$ cat src/rtl/branch_predictor.sv
// Dynamic branch predictor: a tagged BTB paired with a table of 2-bit saturating counters.
// The IF stage looks up pred_pc combinationally and gets a taken/target prediction with no
// latency. The MEM stage trains the tables through the upd_* port, and the block counts
// resolved branches and mispredictions.
//
// Optional feature: define BP_GSHARE_EN to add a GHR_W-bit global history register. The
// history is XORed into the counter-table index, while the BTB stays indexed by PC bits only.
module branch_predictor #(
    parameter int unsigned XLEN    = 64,
    parameter int unsigned ENTRIES = 16,
    parameter int unsigned TAG_W   = 8,
    parameter int unsigned GHR_W   = 4,
    parameter int unsigned CNT_W   = 32
) (
    input  logic             clk,
    input  logic             rst,
    // IF-stage lookup
    input  logic [XLEN-1:0]  pred_pc,
    output logic             pred_taken,
    output logic [XLEN-1:0]  pred_target,
    // MEM-stage training
    input  logic             upd_valid,
    input  logic [XLEN-1:0]  upd_pc,
    input  logic             upd_taken,
    input  logic [XLEN-1:0]  upd_target,
    input  logic             upd_pred_taken,
    // Performance counters
    output logic [CNT_W-1:0] branch_cnt,
    output logic [CNT_W-1:0] mispred_cnt
);

    localparam int unsigned IDX_W = $clog2(ENTRIES);
    localparam int unsigned TAG_LO = IDX_W + 2;
    localparam int unsigned TAG_HI = IDX_W + TAG_W + 1;

    localparam logic [1:0] CtrWeakNotTaken = 2'b01;
    localparam logic [1:0] CtrWeakTaken    = 2'b10;
    localparam logic [1:0] CtrStrongTaken  = 2'b11;
    localparam logic [1:0] CtrStrongNot    = 2'b00;

    // Table state
    logic [ENTRIES-1:0] valid_q, valid_d;
    logic [TAG_W-1:0]   tag_q    [ENTRIES];
    logic [TAG_W-1:0]   tag_d    [ENTRIES];
    logic [XLEN-1:0]    target_q [ENTRIES];
    logic [XLEN-1:0]    target_d [ENTRIES];
    logic [1:0]         ctr_q    [ENTRIES];
    logic [1:0]         ctr_d    [ENTRIES];

    // Performance counters
    logic [CNT_W-1:0] branch_cnt_q, branch_cnt_d;
    logic [CNT_W-1:0] mispred_cnt_q, mispred_cnt_d;

    // History folded into the counter index; all zeros when gshare is not built in.
    logic [GHR_W-1:0] hist;

`ifdef BP_GSHARE_EN
    logic [GHR_W-1:0] ghr_q, ghr_d;

    // Global history register: shifts in each resolved outcome, newest in bit 0.
    always_ff @(posedge clk or negedge rst) begin
        if (!rst) begin
            ghr_q <= '0;
        end else begin
            ghr_q <= ghr_d;
        end
    end

    // Next history value; truncating the concatenation drops the oldest outcome.
    always_comb begin
        ghr_d = ghr_q;
        if (upd_valid) begin
            ghr_d = GHR_W'({ghr_q, upd_taken});
        end
    end

    assign hist = ghr_q;
`else
    assign hist = '0;
`endif

    // Lookup-side index/tag decode
    logic [IDX_W-1:0] p_idx;
    logic [IDX_W-1:0] p_cidx;
    logic [TAG_W-1:0] p_tag;
    logic             p_hit;

    // Update-side index/tag decode
    logic [IDX_W-1:0] u_idx;
    logic [IDX_W-1:0] u_cidx;
    logic [TAG_W-1:0] u_tag;
    logic             u_hit;

    // Only the index/tag slice of upd_pc is meaningful to the tables.
    logic unused_upd_pc;
    assign unused_upd_pc = ^upd_pc;

    assign p_idx  = pred_pc[IDX_W+1:2];
    assign p_tag  = pred_pc[TAG_HI:TAG_LO];
    assign p_cidx = p_idx ^ IDX_W'(hist);
    assign u_idx  = upd_pc[IDX_W+1:2];
    assign u_tag  = upd_pc[TAG_HI:TAG_LO];
    // Training uses the history as it stood before this update shifts it.
    assign u_cidx = u_idx ^ IDX_W'(hist);

    // Hit detection for both ports, from registered state only (no update bypass).
    always_comb begin
        p_hit = valid_q[p_idx] && (tag_q[p_idx] == p_tag);
        u_hit = valid_q[u_idx] && (tag_q[u_idx] == u_tag);
    end

    // Prediction outputs: BTB target on a taken prediction, otherwise sequential fetch.
    always_comb begin
        pred_taken  = p_hit && ctr_q[p_cidx][1];
        pred_target = pred_pc + XLEN'(4);
        if (pred_taken) begin
            pred_target = target_q[p_idx];
        end
    end

    // Table training: saturating counter update on a hit, allocate on a taken miss.
    always_comb begin
        valid_d  = valid_q;
        tag_d    = tag_q;
        target_d = target_q;
        ctr_d    = ctr_q;
        if (upd_valid) begin
            if (u_hit) begin
                if (upd_taken) begin
                    target_d[u_idx] = upd_target;
                    if (ctr_q[u_cidx] != CtrStrongTaken) begin
                        ctr_d[u_cidx] = ctr_q[u_cidx] + 2'd1;
                    end
                end else if (ctr_q[u_cidx] != CtrStrongNot) begin
                    ctr_d[u_cidx] = ctr_q[u_cidx] - 2'd1;
                end
            end else if (upd_taken) begin
                // Overwrites whatever aliased entry lived here before.
                valid_d[u_idx]  = 1'b1;
                tag_d[u_idx]    = u_tag;
                target_d[u_idx] = upd_target;
                ctr_d[u_cidx]   = CtrWeakTaken;
            end
        end
    end

    // Table state registers.
    always_ff @(posedge clk or negedge rst) begin
        if (!rst) begin
            valid_q <= '0;
            for (int i = 0; i < int'(ENTRIES); i++) begin
                tag_q[i]    <= '0;
                target_q[i] <= '0;
                ctr_q[i]    <= CtrWeakNotTaken;
            end
        end else begin
            valid_q <= valid_d;
            for (int i = 0; i < int'(ENTRIES); i++) begin
                tag_q[i]    <= tag_d[i];
                target_q[i] <= target_d[i];
                ctr_q[i]    <= ctr_d[i];
            end
        end
    end

    // Performance counter next state; both stick at all-ones instead of wrapping.
    always_comb begin
        branch_cnt_d  = branch_cnt_q;
        mispred_cnt_d = mispred_cnt_q;
        if (upd_valid) begin
            if (branch_cnt_q != '1) begin
                branch_cnt_d = branch_cnt_q + CNT_W'(1);
            end
            if ((upd_taken != upd_pred_taken) && (mispred_cnt_q != '1)) begin
                mispred_cnt_d = mispred_cnt_q + CNT_W'(1);
            end
        end
    end

    // Performance counter registers.
    always_ff @(posedge clk or negedge rst) begin
        if (!rst) begin
            branch_cnt_q  <= '0;
            mispred_cnt_q <= '0;
        end else begin
            branch_cnt_q  <= branch_cnt_d;
            mispred_cnt_q <= mispred_cnt_d;
        end
    end

    assign branch_cnt  = branch_cnt_q;
    assign mispred_cnt = mispred_cnt_q;

endmodule

$ cat config.mk
export PLATFORM = sky130hd
export DESIGN_NAME = branch_predictor
export DESIGN_NICKNAME = d
export VERILOG_FILES = /design/src/rtl/branch_predictor.sv
export SDC_FILE = /design/constraint.sdc
export NUM_CORES = 2
export LEC_CHECK = 0
export ABC_AREA = 1
export BUFFER_PORTS_ARGS = -buffer_cell sky130_fd_sc_hd__buf_2
export CORE_MARGIN = 4
export CORE_UTILIZATION = 50
export DETAILED_ROUTE_END_ITERATION = 7
export GPL_ROUTABILITY_DRIVEN = 0
export PLACE_DENSITY_LB_ADDON = 0.25
export SLEW_MARGIN = 15
export SYNTH_ARGS = -nofsm -noshare
export SYNTH_HDL_FRONTEND = slang
export SYNTH_SLANG_ARGS = --single-unit
$ cat constraint.sdc
create_clock -name clk -period 4.7 [get_ports clk]
set_input_delay 1.41 -clock clk [delete_from_list [all_inputs] [get_ports clk]]
set_output_delay 1.41 -clock clk [all_outputs]
set_load 0.1 [all_outputs]
# Yosys cells after proc, flatten, opt, wreduce, memory -nomap -nowiden
# Cells that the tools add are included.
dict set report op_classes {
  magnitude_cmp 6
  bitwise 7
  n_addsub 5
  reduce_logical 14
  eq_ne 7
  muxes 37
}
# operator count
set op_table {}
lappend op_table {{1024-bit bitwise mux} 1}
lappend op_table {{64-bit binary-select mux with 4-bit select} 1}
lappend op_table {{64-bit demux with 4-bit select} 1}
lappend op_table {{64-bit 2-to-1 mux} 4}
lappend op_table {{32-bit 2-to-1 mux} 5}
lappend op_table {{128-bit bitwise mux} 1}
lappend op_table {{32-bit by 1-bit adder with 32-bit output, second input constant} 2}
lappend op_table {{64-bit by 3-bit adder with 64-bit output, second input constant} 1}
lappend op_table {{8-bit binary-select mux with 4-bit select} 2}
lappend op_table {{32-bit bitwise mux} 2}
lappend op_table {{32-bit inequality test, second input constant} 2}
lappend op_table {{8-bit 2-to-1 mux} 5}
lappend op_table {{8-bit demux with 4-bit select} 1}
lappend op_table {{16-bit OR} 2}
lappend op_table {{16-bit bitwise AND} 1}
lappend op_table {{2-bit binary-select mux with 4-bit select} 2}
lappend op_table {{8-bit == test} 2}
lappend op_table {{16-bit NOT} 1}
lappend op_table {{5-bit greater-or-equal comparator, second input constant} 2}
lappend op_table {{4-bit by 5-bit < comparator with 1-bit output, second input constant} 2}
lappend op_table {{2-bit 2-to-1 mux} 5}
lappend op_table {{4-bit NOT with 5-bit output} 2}
lappend op_table {{1-bit binary-select mux with 4-bit select} 2}
lappend op_table {{2-bit demux with 4-bit select} 1}
lappend op_table {{15 further kinds} 26}
dict set report totals {
  output_inout_bits 129
  regBits 1264
}

# Logic depth before layout (Yosys ltp)
dict set report depth {
  ltp_word 9
  depth_mapped 23
  mapped_depth_nobuf 19
}

# Least setup slack after synthesis
# Ideal clock, no wire load.
dict set report synth_timing {
  path_type {input -> output}
  startpoint {in pred_pc[2]}
  endpoint {out pred_target[54]}
  slack_ns -1.300
  t_required_ns 3.290
  cell_stages 15
  t_arrival_ns 4.590
  cell_sequence {buf_2 > inv_2 > buf_2 > buf_2 > nor2_1 > o211ai_1 > nand3_1 > nand3_1 > o21ai_0 > nor2_1 > nand3b_1 > nor2_1 > clkbuf_1 > nand2_1 > nand2_1}
}
dict set report synth_via {
  elab_chain_cells 8
  elab_cells_between_ends 17
  cone_classes {add/sub: 1; eq/ne: 1; mux: 12; bitwise: 1; reduce/logical: 2}
}
# item line
set synth_lines {}
lappend synth_lines {{start: declaration} 18} ;# input logic [XLEN-1:0] pred_pc,
lappend synth_lines {{4-bit NOT with 5-bit output (implied by the code)} {108, 114}}
lappend synth_lines {{8-bit binary-select mux with 4-bit select} 108} ;# p_hit = valid_q[p_idx] && (tag_q[p_idx] == p_tag);
lappend synth_lines {{8-bit 2-to-1 mux (implied by the code) (2 in series)} 108}
lappend synth_lines {{8-bit == test} 108}
lappend synth_lines {{1-bit logical AND} 108}
lappend synth_lines {{1-bit logical AND (*)} 114} ;# pred_taken = p_hit && ctr_q[p_cidx][1];
lappend synth_lines {{named net pred_taken} 19} ;# output logic pred_taken,
lappend synth_lines {{64-bit 2-to-1 mux (*)} 116} ;# if (pred_taken) begin
lappend synth_lines {{end: declaration} 20} ;# output logic [XLEN-1:0] pred_target,
# Mark *: on every way through the listed nets, which the timed path passes. The rest lies on a longest branch. The select of a mux whose other input is x is not followed.

# Final worst setup path
dict set report layout_timing {
  startpoint {in pred_pc[2]}
  endpoint {out pred_target[44]}
}
dict set report layout_via {
  elab_chain_cells 8
  elab_cells_between_ends 17
  cone_classes {add/sub: 1; eq/ne: 1; mux: 12; bitwise: 1; reduce/logical: 2}
}
# item line
set layout_lines {}
lappend layout_lines {{branches (longest 7 deep; another with 64-bit by 3-bit adder with 64-bit output)} --}
lappend layout_lines {{64-bit 2-to-1 mux (*)} 116}
# Every way passes the cells marked *. The select of a mux whose other input is x is not followed.

==> metrics <==
die width=354 µm; multiplexer share of the synthesized area=0; crit path buf inv count=9; Worst EP arrival=4.03 ns; max incr delay on CP=0.22 ns; vias in the first global route=52500; peak supply drop=321 µV; layout cells sized above 1=0.145; global-route wire length before repair=309000 µm; Worst-Margin Slew=1.20 ns; type of the worst setup path=primary input to output port; post-synthesis sequential area ratio=0.527; Clock Path Buffers=3; hpwl dp=114000 µm; total grt overflow=0; fraction of the mapped netlist area in adder cells=0.00104; Area after DPL=0.0663 mm²; Placeable Area=0.119 mm²; Sw Share=0.299; Crit path top cell by count=buf_12; Synth cell types=41; pin count of the biggest net entering global routing=153; Worst Setup End Kind=output port; H-tree levels=4; cell count after synthesis=7540; Num CTS Buffers=138; Max-Cap Viols=0; drt drc=0; io pins=326; Logic pwr share=0.174; leak pwr=34.1 nW; Worst EP required=3.29 ns; CTS tree=built; status=finished, violations left; Ys Warns=0; hold crit path type=flop to flop; Reg clk slew, reported paths=0.06 ns; commonest non-fill, non-tap cell in the layout=nand2_1; Compound-Gate Fraction of Synth Area=0.190; internal cell power=21.6 mW; Period minus WS final=5.44 ns; RSZ-0062 raised after global routing=yes; final WL=198000 µm; Final Cell Area=0.0731 mm²; GRT Overall Usage=0.311; commonest non-fill, non-tap cells in the layout=nand2_1 (1879), o21ai_0 (1744), dfrtp_1 (1248); CTS sink count=1264; DR WL/cell=21.0 µm; antenna violations before repair=10; Worst-Skew Late Latency=0.75 ns; Tcrit/Tclk final=1.16; pwr dens=421 mW/mm²; NetSw=9.20 mW; Clock Power Share=0.372; Max Freq=184 MHz; crit path max-delay cell type=o211ai_1; Starting Density=0.506; Critical Path Fanout Max=7; Worst Skew=0.0288 ns; worst setup margin=-0.736 ns; family with the most delay on the worst path=buffers and inverters; IO Port Bufs=273; die height=354 µm; relative slew slack=0.199; row count=126; Syn Area/Cell=7.96 µm²; area of the die=0.126 mm²; Fin. Hold Viols=0; Synth Net Count=7742; setup_tns=-39.75 ns; Setup crit start kind=primary input; nets@finish=7910; FF+latch count, synth=1264; initial drt markers=7143; DR pass1 iterations=6; Synth Area in Simple Gates=0.207; # setup viols final=65; largest family of logic cells by synthesized area=simple AND/OR/NAND/NOR gates; ANT nets after route=0; sequential share of power=0.453; drt via density=5.88; pre-CTS WS=-0.705 ns; Netlist Area Pre-Place=0.0600 mm²; vias after detailed routing=55400; root buf cell=clkbuf_16; max-slew violations=0; Syn-to-layout area delta=21.7%; worst path cell trace=buf_12 > buf_12 > buf_4 > nor2_1 > o22ai_1 > o211ai_1 > nand2_1 > nand2_1 > o21ai_2 > nor2_2 > nand3b_1 > nor2_4 > buf_12 > buf_12 > buf_12 > buf_16 > buf_12 > nand2_8 > nand2_8 > buf_12; failing checks=negative setup slack; Synth Area in XOR/XNOR=0.0185
cell usage after synthesis:
cell      number  area, µm²
a21oi_1       32        160
a22oi_1       13       97.6
a31o_2         1       8.76
a31oi_1        2       12.5
and2_1         2       12.5
and3_1         1       6.26
buf_1         12       45.0
buf_2         38        190
buf_4          3       22.5
buf_6          9        101
clkbuf_1     535       2010
clkinv_1       4       15.0
dfrtp_1     1248      31200
dfstp_2       16        420
ha_1           5       62.6
inv_1        256        961
inv_2          4       15.0
inv_4          1       6.26
nand2_1     2071       7770
nand2_2        1       6.26
nand3_1      242       1210
nand3_2        1       10.0
nand3_4        1       17.5
nand3b_1       3       22.5
nand4_1       38        238
nor2_1       702       2640
nor2_2         9       56.3
nor2_4         2       22.5
nor3_1        45        225
nor3b_1        2       15.0
nor4_1        29        181
o211ai_1      37        278
o21ai_0     1757       8790
o21ai_1       24        120
o21bai_1       1       7.51
o221ai_1     103        902
o22ai_1      161       1010
o311ai_0       1       8.76
or2_2          1       6.26
xnor2_1       27        236
xor2_1       100        876
cell families after synthesis:
kind of cell	Yosys count
compound gates	2132
xor+xnor	127
fa+ha+maj	5
buf+inv	862
flops	1264
simple gates	3150
through the flow:
stage | power, mW | cells | utilization | hold WS, ns
after floorplan | 17.4 | 7540 | - | 0.432
after global placement | 19.0 | 9119 | 0.559 | 0.444
after detailed placement | 19.2 | 9119 | 0.559 | 0.451
after CTS | 30.8 | 9404 | 0.612 | 0.463
after global routing | 32.3 | 9418 | 0.616 | 0.477
final | 30.8 | 9425 | 0.616 | 0.463
final timing paths:
path	cells past startpoint	endpoint	start	slack (ns)
worst max-delay path	20	pred_target[44]	pred_pc[2]	-0.74
worst min-delay path	2	ctr_q[26]$_DFFE_PN1P_	ctr_q[26]$_DFFE_PN1P_	0.46
worst max register to register	12	mispred_cnt[23]$_DFFE_PN0P_	mispred_cnt[0]$_DFFE_PN0P_	1.97
worst min register to register	2	ctr_q[26]$_DFFE_PN1P_	ctr_q[26]$_DFFE_PN1P_	0.46
max in group asynchronous	3	target_q[615]$_DFFE_PN0P_	rst	2.87
min in group asynchronous	1	valid_q[1]$_DFFE_PN0P_	rst	0.60
power groups by stage:
stage | sequential (mW) | combinational (mW) | clock [mW]
final | 13.9 | 5.37 | 11.4
after global routing | 14.2 | 6.05 | 12.1
after CTS | 13.9 | 5.30 | 11.6
after detailed placement | 14.1 | 5.19 | 0
after global placement | 14.0 | 5.04 | 0
after floorplan | 14.2 | 3.25 | 0
worst reg2reg max path, stage by stage (launching register included):
cell and delay [ns]:
dfrtp_1 0.43, ha_1 0.24, nand2_1 0.09, nor3_1 0.06, nand3_1 0.13, nor2_1 0.06
nand3_1 0.07, nand3_1 0.26, clkinv_1 0.28, nand4_1 0.21, nor3_1 0.44, nand3_1 0.15
xor2_1 0.17
state kept, by name, indices dropped and copies added (netlist names):
signal and count:
branch_cnt 32, target_q 1024, tag_q 128, mispred_cnt 32, valid_q 16, ctr_q 32
per-layer routing:
metal | up-vias | global-route usage | share of wire | routed length, µm
met5 | - | 0 | 0.00024 | 47
met4 | 8 | 0.105 | 0.031 | 6100
met3 | 429 | 0.0794 | 0.11 | 21900
met2 | 2815 | 0.468 | 0.44 | 87200
met1 | 26700 | 0.440 | 0.42 | 82900
li1 | 25400 | - | - | -
area by class of cell:
type                       instances  area, µm²
fill                           10200      45500
sequential                      1264      31700
multi-input combinational       5414      27200
timing repair buffer             625       6250
clock buffer                     201       4170
tap                             1600       2000
inverter                         265       1060
clock inverter                    48        702
antenna                            8       20.0
timing repair:
action	in CTS	in global routing
cloned	8	3
setup buffers	29	13
gates resized for setup	204	90
setup endpoints to repair	65	65
pin swaps	18	25
hold buffers	0	0
Power figures use the tool's default switching activity.
